===== config.mk =====
export PLATFORM = sky130hd
export DESIGN_NAME = tensor_load_sequencer
export DESIGN_NICKNAME = d
export VERILOG_FILES = /design/src/rtl/tensor_pkg.sv /design/src/rtl/tensor_load_sequencer.sv
export SDC_FILE = /design/constraint.sdc
export NUM_CORES = 1
export LEC_CHECK = 0
export ABC_AREA = 0
export CAP_MARGIN = 20
export CELL_PAD_IN_SITES_DETAIL_PLACEMENT = 1
export CELL_PAD_IN_SITES_GLOBAL_PLACEMENT = 2
export CORE_UTILIZATION = 30
export CTS_BUF_LIST = sky130_fd_sc_hd__clkbuf_4
export DETAILED_ROUTE_END_ITERATION = 8
export PLACE_DENSITY_LB_ADDON = 0.1
export SYNTH_ARGS = -nofsm -noshare
export SYNTH_HDL_FRONTEND = slang
export SYNTH_SLANG_ARGS = --single-unit
export TNS_END_PERCENT = 20

===== constraint.sdc =====
create_clock -name clk -period 1.9 [get_ports clk]
set_input_delay 0.38 -clock clk [delete_from_list [all_inputs] [get_ports clk]]
set_output_delay 0.38 -clock clk [all_outputs]
set_load 0.005 [all_outputs]

===== src/rtl/tensor_pkg.sv =====
// rtl/tensor_pkg.sv - shared tensor constants and load-sequencer state encoding
package tensor_pkg;

   localparam int TENSOR_ELEMS = 9;

   typedef enum logic [1:0] {
      ST_IDLE  = 2'd0,
      ST_REQ   = 2'd1,
      ST_WRITE = 2'd2,
      ST_DONE  = 2'd3
   } tls_state_e;

endpackage


===== src/rtl/tensor_load_sequencer.sv =====
// rtl/tensor_load_sequencer.sv - reads ELEMS consecutive words from memory into the tensor register
module tensor_load_sequencer
   import tensor_pkg::*;
#(
   parameter int ELEMS  = TENSOR_ELEMS,
   parameter int ADDR_W = 10,
   parameter int DATA_W = 16
) (
   input  logic              clk,
   input  logic              reset,
   input  logic              start,
   input  logic              abort,
   input  logic [ADDR_W-1:0] base_addr,
   output logic              mem_req,
   output logic [ADDR_W-1:0] mem_addr,
   input  logic              mem_ready,
   input  logic [DATA_W-1:0] mem_rdata,
   output logic              load,
   output logic [3:0]        idx,
   output logic [DATA_W-1:0] element,
   output logic              busy,
   output logic              done
);

   localparam logic [3:0] LAST_IDX = 4'(ELEMS - 1);

   tls_state_e        state;
   logic [3:0]        cnt;
   logic [ADDR_W-1:0] base_q;
   logic [DATA_W-1:0] elem_q;
   logic              req_q;
   logic              wr_q;
   logic              done_q;
   logic              busy_q;

   always_ff @(posedge clk or posedge reset) begin
      if (reset) begin
         state  <= ST_IDLE;
         cnt    <= '0;
         base_q <= '0;
         elem_q <= '0;
         req_q  <= 1'b0;
         wr_q   <= 1'b0;
         done_q <= 1'b0;
         busy_q <= 1'b0;
      end else begin
         case (state)
            ST_IDLE: begin
               if (start) begin
                  base_q <= base_addr;
                  cnt    <= '0;
                  state  <= ST_REQ;
                  req_q  <= 1'b1;
                  busy_q <= 1'b1;
               end
            end
            ST_REQ: begin
               // abort outranks mem_ready, so the returned word is dropped
               if (abort) begin
                  state  <= ST_IDLE;
                  req_q  <= 1'b0;
                  busy_q <= 1'b0;
               end else if (mem_ready) begin
                  elem_q <= mem_rdata;
                  state  <= ST_WRITE;
                  req_q  <= 1'b0;
                  wr_q   <= 1'b1;
               end
            end
            ST_WRITE: begin
               wr_q <= 1'b0;
               if (abort) begin
                  state  <= ST_IDLE;
                  busy_q <= 1'b0;
               end else if (cnt == LAST_IDX) begin
                  state  <= ST_DONE;
                  done_q <= 1'b1;
               end else begin
                  cnt   <= cnt + 4'd1;
                  state <= ST_REQ;
                  req_q <= 1'b1;
               end
            end
            default: begin
               state  <= ST_IDLE;
               done_q <= 1'b0;
               busy_q <= 1'b0;
            end
         endcase
      end
   end

   assign mem_req  = req_q;
   assign mem_addr = base_q + ADDR_W'(cnt);
   // the write strobe must vanish in the same cycle abort is raised
   assign load     = wr_q & ~abort;
   assign idx      = cnt;
   assign element  = elem_q;
   assign busy     = busy_q;
   assign done     = done_q;

endmodule


# ---- Word-level counts from Yosys, hierarchy flattened
# Index checks and enable logic that the tools add are counted.
dict set report classes {
  n_addsub 2
  n_eq_ne 11
  n_reduce_logical 14
  n_bitwise 3
  muxes 24
}
# cell count
set ops {}
lappend ops {{4-bit two-way mux} 3}
lappend ops {{2-bit inequality test, second input constant} 6}
lappend ops {{10-bit by 4-bit adder with 10-bit output} 1}
lappend ops {{1-bit two-way mux} 10}
lappend ops {{2-bit two-way mux} 5}
lappend ops {{3-bit AND reduction} 3}
lappend ops {{4-bit case mux with 2 select lines} 1}
lappend ops {{1-bit case mux with 2 select lines} 3}
lappend ops {{2-bit case mux with 3 select lines} 1}
lappend ops {{2-bit AND reduction} 3}
lappend ops {{5-bit AND reduction} 1}
lappend ops {{4-bit by 1-bit adder with 4-bit output, second input constant} 1}
lappend ops {{4-bit == test, second input constant} 1}
lappend ops {{4-bit AND reduction} 1}
lappend ops {{2-bit nonzero test} 2}
lappend ops {{2-bit OR reduction} 2}
lappend ops {{3-bit inequality test, second input constant} 1}
lappend ops {{1-bit case mux with 3 select lines} 1}
lappend ops {{3-bit nonzero test} 1}
lappend ops {{2-bit by 1-bit == test with 1-bit output, second input constant} 1}
lappend ops {{2-bit == test, second input constant} 1}
lappend ops {{2-bit logical NOT} 1}
lappend ops {{2-bit by 1-bit inequality test with 1-bit output, second input constant} 1}
lappend ops {{1-bit inverter} 2}
lappend ops {{1-bit bitwise AND} 1}
dict set report totals {
  regBits 36
  output_inout_bits 34
  inputBits 31
  word_cells 62
}

# ---- Depth between registers and ports, before layout
# Gate-level depths: netlist of run 1.
dict set report depth {
  depth_word 4
  mapped_depth 6
  depth_no_buf 5
}

# ---- Worst setup path before layout of run 1
# No wires, ideal clock.
dict set report synth_timing {
  path_kind {reg-to-output}
  startpoint {register cnt[0], in the netlist idx[0]}
  endpoint {output port mem_addr[8]}
  required_time_ns 1.520
  arrival_ns 1.442
  stages_incl_launch_ff 6
  n_path_buf 0
  setup_slack_ns 0.078
  path_cell_list {dfrtp_1 ha_1 fa_1 nand3_1 a21oi_1 xnor2_1}
}
dict set report synth_via {
  elab_chain_len 1
}
# item line
set synth_lines {}
lappend synth_lines {{from (decl)} tensor_load_sequencer.sv:28} ;# logic [3:0] cnt;
lappend synth_lines {{from (signal assigned)} tensor_load_sequencer.sv:79} ;# cnt <= cnt + 4'd1;
lappend synth_lines {{10-bit by 4-bit adder with 10-bit output} tensor_load_sequencer.sv:94} ;# assign mem_addr = base_q + ADDR_W'(cnt);
lappend synth_lines {{to (decl)} tensor_load_sequencer.sv:15} ;# output logic [ADDR_W-1:0] mem_addr,
# No other way between the ends.

# ---- Worst setup path in the final report of run 1
dict set report layout_timing {
  startpoint {register base_q[1]}
  endpoint {output port mem_addr[4]}
}
dict set report layout_via {
  elab_chain_len 1
}
# item line
set layout_lines {}
lappend layout_lines {{from (decl)} tensor_load_sequencer.sv:29} ;# logic [ADDR_W-1:0] base_q;
lappend layout_lines {{from (signal assigned)} tensor_load_sequencer.sv:50} ;# base_q <= base_addr;
lappend layout_lines {{10-bit by 4-bit adder with 10-bit output} tensor_load_sequencer.sv:94}
# No other way between the ends.

==> summary.txt, run 1 <==
Part of the power in registers -> 33.5%
Placed Instances -> 319
Leakage -> 1.32 nW
Post-route ant nets -> 0
IO Port Bufs -> 64
Largest net degree at the start of global routing -> 37
Clock Path Buffers -> 2
Primary FF master, synth -> dfrtp_1
VDD IR max -> 626 uV
Top cells by area, synth -> dfrtp_1 46%, mux2_2 11%, mux2_4 6.9%
Clock Root Buffer -> clkbuf_4
CORE AREA -> 6310 sq um
Synthesized Nets -> 203
Startpoint types -> register
Final Power -> 4.10 mW
H-tree Lvls -> 2
Clock share of power -> 10.3%
Initial core utilization -> 31.1%
Pwr dens -> 1380 nW/um^2
First-pass GRT wire length -> 8.97 mm
DIE AREA -> 6870 sq um
Ys Warns -> 0
WS Path Type -> register to output pin
Area Overhead vs Synth -> 51.9%
Diodes inserted -> 0
Slew margin rel. -> 68.1%
Finished Layout Cells -> 330
Total Nets Final -> 294
HPWL Detailed -> 3.87 mm
CP max-delay cell -> dfrtp_1
Status -> complete, but fails checks
Site Rows -> 29
Die Height -> 82.9 um
Drt first pass iters -> 4
Most frequent cell after synthesis -> dfrtp_1
Crit-path cells -> buf_4 > fa_2 > nand3_4 > nand2_1 > xnor2_1 > buf_2
Most frequent cells after synthesis -> 36 x dfrtp_1, 19 x mux2_2, 10 x ha_1
Final worst clock skew -> 0.0120 ns
Final Max Slew Viols -> 0
Routability cong. -> 0.800
Max_cap viols -> 0
TritonCTS buffer count -> 5
Detailed Route WL -> 5.22 mm
Total GRT Usage -> 16.4%
Vias in the first global route -> 1,800
Final Hold Viols -> 0
CTS tree -> built
# DRC -> 0
GR Overflow Total -> 0
CP max FO -> 3
Clock Pin Slew Worst Setup and Hold Paths -> 0.13 ns
Cells after Synth -> 161
Area leader, netlist -> dfrtp_1
Switching share of power -> 35.1%
Worst path max stage delay -> 0.45 ns
CP arrival -> 1.78 ns
Ratio of cells with drive above 1 in the final layout -> 35.2%
Io pins -> 65
Combinational share of power -> 56.2%
Syn_area_per_cell -> 12.2 sq um
Synthesis-stage register bit count -> 36
Post-synth EDFFs -> 0
Initial antenna violation count -> 0
# setup viols final -> 9
DRT iter0 DRCs -> 44
Setup ws final -> -0.260 ns
Sequential share of the synthesized area -> 45.9%
Worst min path class -> input port to asynchronous set/reset pin
Worst Tran Pin Value -> 0.478 ns
DR vias -> 1,625
Sw power -> 1.44 mW
DR WL/cell -> 15.8 um
Post-Syn Area -> 1960 sq um
RSZ-0062 raised after global routing -> true
Period utilization -> 114%
Top cell type's share of synthesized area -> 45.9%
Failing checks -> setup timing
Place WS -> -0.455 ns
Die Span X -> 82.9 um
Worst-case hold slack -> 0.430 ns
Internal power -> 2.66 mW
Clock latency on the worst-skew pair -> 0.35 ns
Setup TNS -> -1.90 ns
Highest clock rate -> 463 MHz
CTS Hold Bufs -> 0
Clk sink count -> 36
Vias per std cell -> 4.92
Async set-reset flop share out of synthesis -> 100%
Worst EP required -> 1.52 ns
Min Tclk post-route -> 2.16 ns
Crit. End Element -> output pin
Yosys cell types -> 43
[state kept, by name, indices dropped and copies added, names as in the netlist]
register	count
state	2
base_q	10
busy	1
element	16
done	1
mem_req	1
idx	4
wr_q	1
[path summary, 6_finish.rpt]
| check | from | to | slack, ns | cells past startpoint |
|---|---|---|---|---|
| setup / recovery | base_q[1] | mem_addr[4] | -0.26 | 6 |
| setup reg to reg | state[1] | mem_req | 0.15 | 5 |
| hold / removal | reset | state[0] | 0.43 | 3 |
| hold reg to reg | element[8] | element[8] | 0.52 | 1 |
| max in group asynchronous | reset | idx[1] | 1.11 | 3 |
| min in group clk | element[8] | element[8] | 0.52 | 1 |
[power groups by stage]
stage / Clock [mW] / Combinational (mW) / Sequential [mW]
floorplan: 0 / 1.05 / 1.35
global placement: 0 / 2.21 / 1.33
detailed placement: 0 / 2.27 / 1.36
CTS: 0.448 / 2.29 / 1.37
global route: 0.487 / 2.54 / 1.42
finish: 0.424 / 2.30 / 1.37
[cells by family (layout without fill, tap and decap cells)]
kind of cell	after synthesis	in the layout	share of synthesized area, %
simple gates	38	38	12.2
flops	36	36	45.9
mux	30	30	18.8
compound gates	27	27	9.18
buf+inv	13	105	3.83
fa+ha+maj	11	11	7.40
xor+xnor	6	6	2.68
[metal layers]
layer  track usage [%]  vias to the layer above  wire, um
li1                  -                      757         -
met1              19.8                      798      2110
met2              27.8                       58      2660
met3              4.47                       12       328
met4              6.43                        0       122
met5                 0                        -         0
[placed cells by master, fill, tap and decap left out, types with 5 or more instances in the layout]
master / instances
a21oi_1: 5
buf_2: 9
buf_4: 22
clkbuf_4: 5
clkdlybuf4s50_1: 54
dfrtp_1: 35
ha_1: 5
inv_1: 9
mux2_2: 19
mux2_4: 9
nand2_1: 6
[through the flow]
step           cell area, sq um  utilization [%]
5_1_grt                    2980             47.2
4_1_cts                    2960             46.9
2_1_floorplan              1960                -
3_3_place_gp               2830             44.8
3_5_place_dp               2830             44.8
6_report                   2980             47.2
[area by class of cell]
cell class | instances | area (sq um)
fillers | 692 | 3330
multi-input cells | 112 | 1100
flip-flops and latches | 36 | 902
repair buffers | 88 | 791
well taps | 77 | 96.3
clock buffers | 5 | 37.5
inverters | 9 | 33.8
clock inverters | 3 | 18.8
[worst max-delay path: cells and delay by family (launching register included)]
family | cells | cell delay [ns]
buf+inv | 2 | 0.29
flops | 1 | 0.45
xor+xnor | 1 | 0.15
fa+ha+maj | 1 | 0.39
simple gates | 2 | 0.16
[timing repair]
item                                    in CTS  in global routing
pin swaps                                   14                  8
endpoints found under the setup margin      10                 10
gates resized for setup                     55                  4
setup buffers                                3                  0
Note: power is estimated with default switching activity, not from simulation.
==> run 2: changes to the inputs <==
--- a/config.mk
+++ b/config.mk
@@ -16,4 +16,4 @@
 export SYNTH_ARGS = -nofsm -noshare
 export SYNTH_HDL_FRONTEND = slang
 export SYNTH_SLANG_ARGS = --single-unit
-export TNS_END_PERCENT = 20
+export TNS_END_PERCENT = 50
==> run 2 against run 1 <==
The flow still finishes with violations (setup timing). Largest power group unchanged. Global-route usage did not move. Critical endpoint is now mem_addr[8]. Sequential share of layout area unchanged. Highest routed layer unchanged. Via count shrank 0.86%. Fmax fell by 0.31%. Non-clock buffer count did not move. Clock-buffer cell count is the same.
==> summary.txt, run 2 (same netlist as run 1, synthesis figures left out) <==
CTS Hold Bufs -> 0
Max reg flops -> 16
Vias in the first global route -> 1,798
Clk sink count -> 36
Die Height -> 82.9 um
GR Overflow Total -> 0
Switching share of power -> 35.2%
Area of the multi-input gates -> 1100 sq um
Part of the power in registers -> 33.4%
Max_cap viols -> 0
FF/Latch Area -> 902 sq um
Design area -> 2980 sq um
Detailed Route WL -> 5.23 mm
Sw power -> 1.44 mW
Worst path max stage delay -> 0.45 ns
Failing checks -> setup timing
Crit path from -> base_q[1]
Reg2reg end -> mem_req
Clock Root Buffer -> clkbuf_4
Crit. End Element -> output pin
Final Max Slew Viols -> 0
Total GRT Usage -> 16.4%
Die Span X -> 82.9 um
Crit path capture -> mem_addr[8]
Flop-to-flop setup slack -> 0.15 ns
Most common cell after layout, fill and taps aside -> clkdlybuf4s50_1
Crit path max-delay family -> flip-flops
Clock latency on the worst-skew pair -> 0.35 ns
Total Nets Final -> 294
CORE AREA -> 6310 sq um
Top Usage Layer GRT -> met2
Diodes inserted -> 0
Leakage -> 1.32 nW
Min Tclk post-route -> 2.17 ns
Slew margin rel. -> 68.1%
Highest clock rate -> 461 MHz
Worst min path class -> input port to asynchronous set/reset pin
# DRC -> 0
GR met2 Demand/Resource -> 27.8%
VDD IR max -> 627 uV
First-pass GRT wire length -> 8.97 mm
Setup TNS -> -1.93 ns
Startpoint types -> register
Worst path buffer plus inverter count -> 2
Pwr dens -> 1380 nW/um^2
Internal power -> 2.66 mW
CP arrival -> 1.79 ns
IO Port Bufs -> 64
Area Overhead vs Synth -> 51.9%
DRT iter0 DRCs -> 51
WS Path Type -> register to output pin
Vias per std cell -> 4.88
Worst EP required -> 1.52 ns
Io pins -> 65
CP max FO -> 3
Setup ws final -> -0.267 ns
Clock Pin Slew Worst Setup and Hold Paths -> 0.13 ns
DR WL/cell -> 15.8 um
Routability cong. -> 0.800
GR Util met1 -> 19.8%
Final worst clock skew -> 0.0123 ns
DR vias -> 1,611
Worst R2R Start -> state[1]
CP max-delay cell -> dfrtp_1
Drt first pass iters -> 4
H-tree Lvls -> 2
TritonCTS buffer count -> 5
Met3 Use GR -> 4.47%
Post-route ant nets -> 0
Clock Path Buffers -> 2
Fill cells -> 692
RSZ-0062 raised after global routing -> true
Clock share of power -> 10.3%
DIE AREA -> 6870 sq um
Place WS -> -0.455 ns
Dpl cell area -> 2830 sq um
Initial core utilization -> 31.1%
Worst R2R Path Depth -> 5
Cell depth of the worst setup path -> 6
Largest net degree at the start of global routing -> 37
Combinational share of power -> 56.2%
Ratio of cells with drive above 1 in the final layout -> 35.2%
Final Hold Viols -> 0
Most frequent cells in the layout -> 54 x clkdlybuf4s50_1, 35 x dfrtp_1, 22 x buf_4, 19 x mux2_2
CTS tree -> built
Worst Tran Pin Value -> 0.479 ns
Site Rows -> 29
Period utilization -> 114%
Status -> complete, but fails checks
Crit-path cells -> buf_4 > fa_2 > nand3_4 > a21oi_2 > xnor2_1 > buf_2
# setup viols final -> 9
Initial antenna violation count -> 0
HPWL Detailed -> 3.87 mm
## run 2: metrics by stage
step           util [%]  power (mW)  instances  hold WS, ns
2_1_floorplan         -        2.40        161        0.479
3_3_place_gp       44.8        3.54        319        0.488
3_5_place_dp       44.8        3.63        319        0.494
4_1_cts            47.0        4.12        330        0.431
5_1_grt            47.2        4.45        330        0.469
6_report           47.2        4.10        330        0.430
## run 2: cell type report
| cell class | count | area share, % |
|---|---|---|
| Multi-Input combinational cell | 112 | 36.9 |
| Sequential cell | 36 | 30.3 |
| Timing Repair Buffer | 88 | 26.5 |
| Tap cell | 77 | 3.23 |
| Clock buffer | 5 | 1.26 |
| Inverter | 9 | 1.13 |
| Clock inverter | 3 | 0.630 |
## run 2: power groups by stage
stage / Sequential, mW / Clock [mW] / Combinational (mW)
final: 1.37 / 0.424 / 2.31
after global routing: 1.42 / 0.487 / 2.54
after CTS: 1.37 / 0.448 / 2.30
after detailed placement: 1.36 / 0 / 2.27
after global placement: 1.33 / 0 / 2.21
after floorplan: 1.35 / 0 / 1.05
## run 2: repair_timing
item	4_1_cts	5_1_grt
pin swaps	14	8
setup endpoints to repair	10	10
resized for setup	56	4
setup buffers	3	0
## run 2: worst min path at each step
stage	to	slack, ns	depth (start not counted)
after floorplan	base_q[8]	0.48	1
after global placement	element[14]	0.49	1
after detailed placement	element[11]	0.49	1
after CTS	element[10]	0.43	3
after global routing	element[10]	0.47	3
final	state[0]	0.43	3
## run 2: metal layers
metal	part of all wire, %	wire [um]	vias to the layer above
met5	0	0	-
met2	51	2660	56
met1	41	2150	786
li1	-	-	757
met3	5.7	299	12
met4	2.3	122	0
## run 2: worst min-delay path, cell delays in order
cell	delay, ns
clkdlybuf4s50_1	0.39
inv_1	0.05
buf_4	0.41
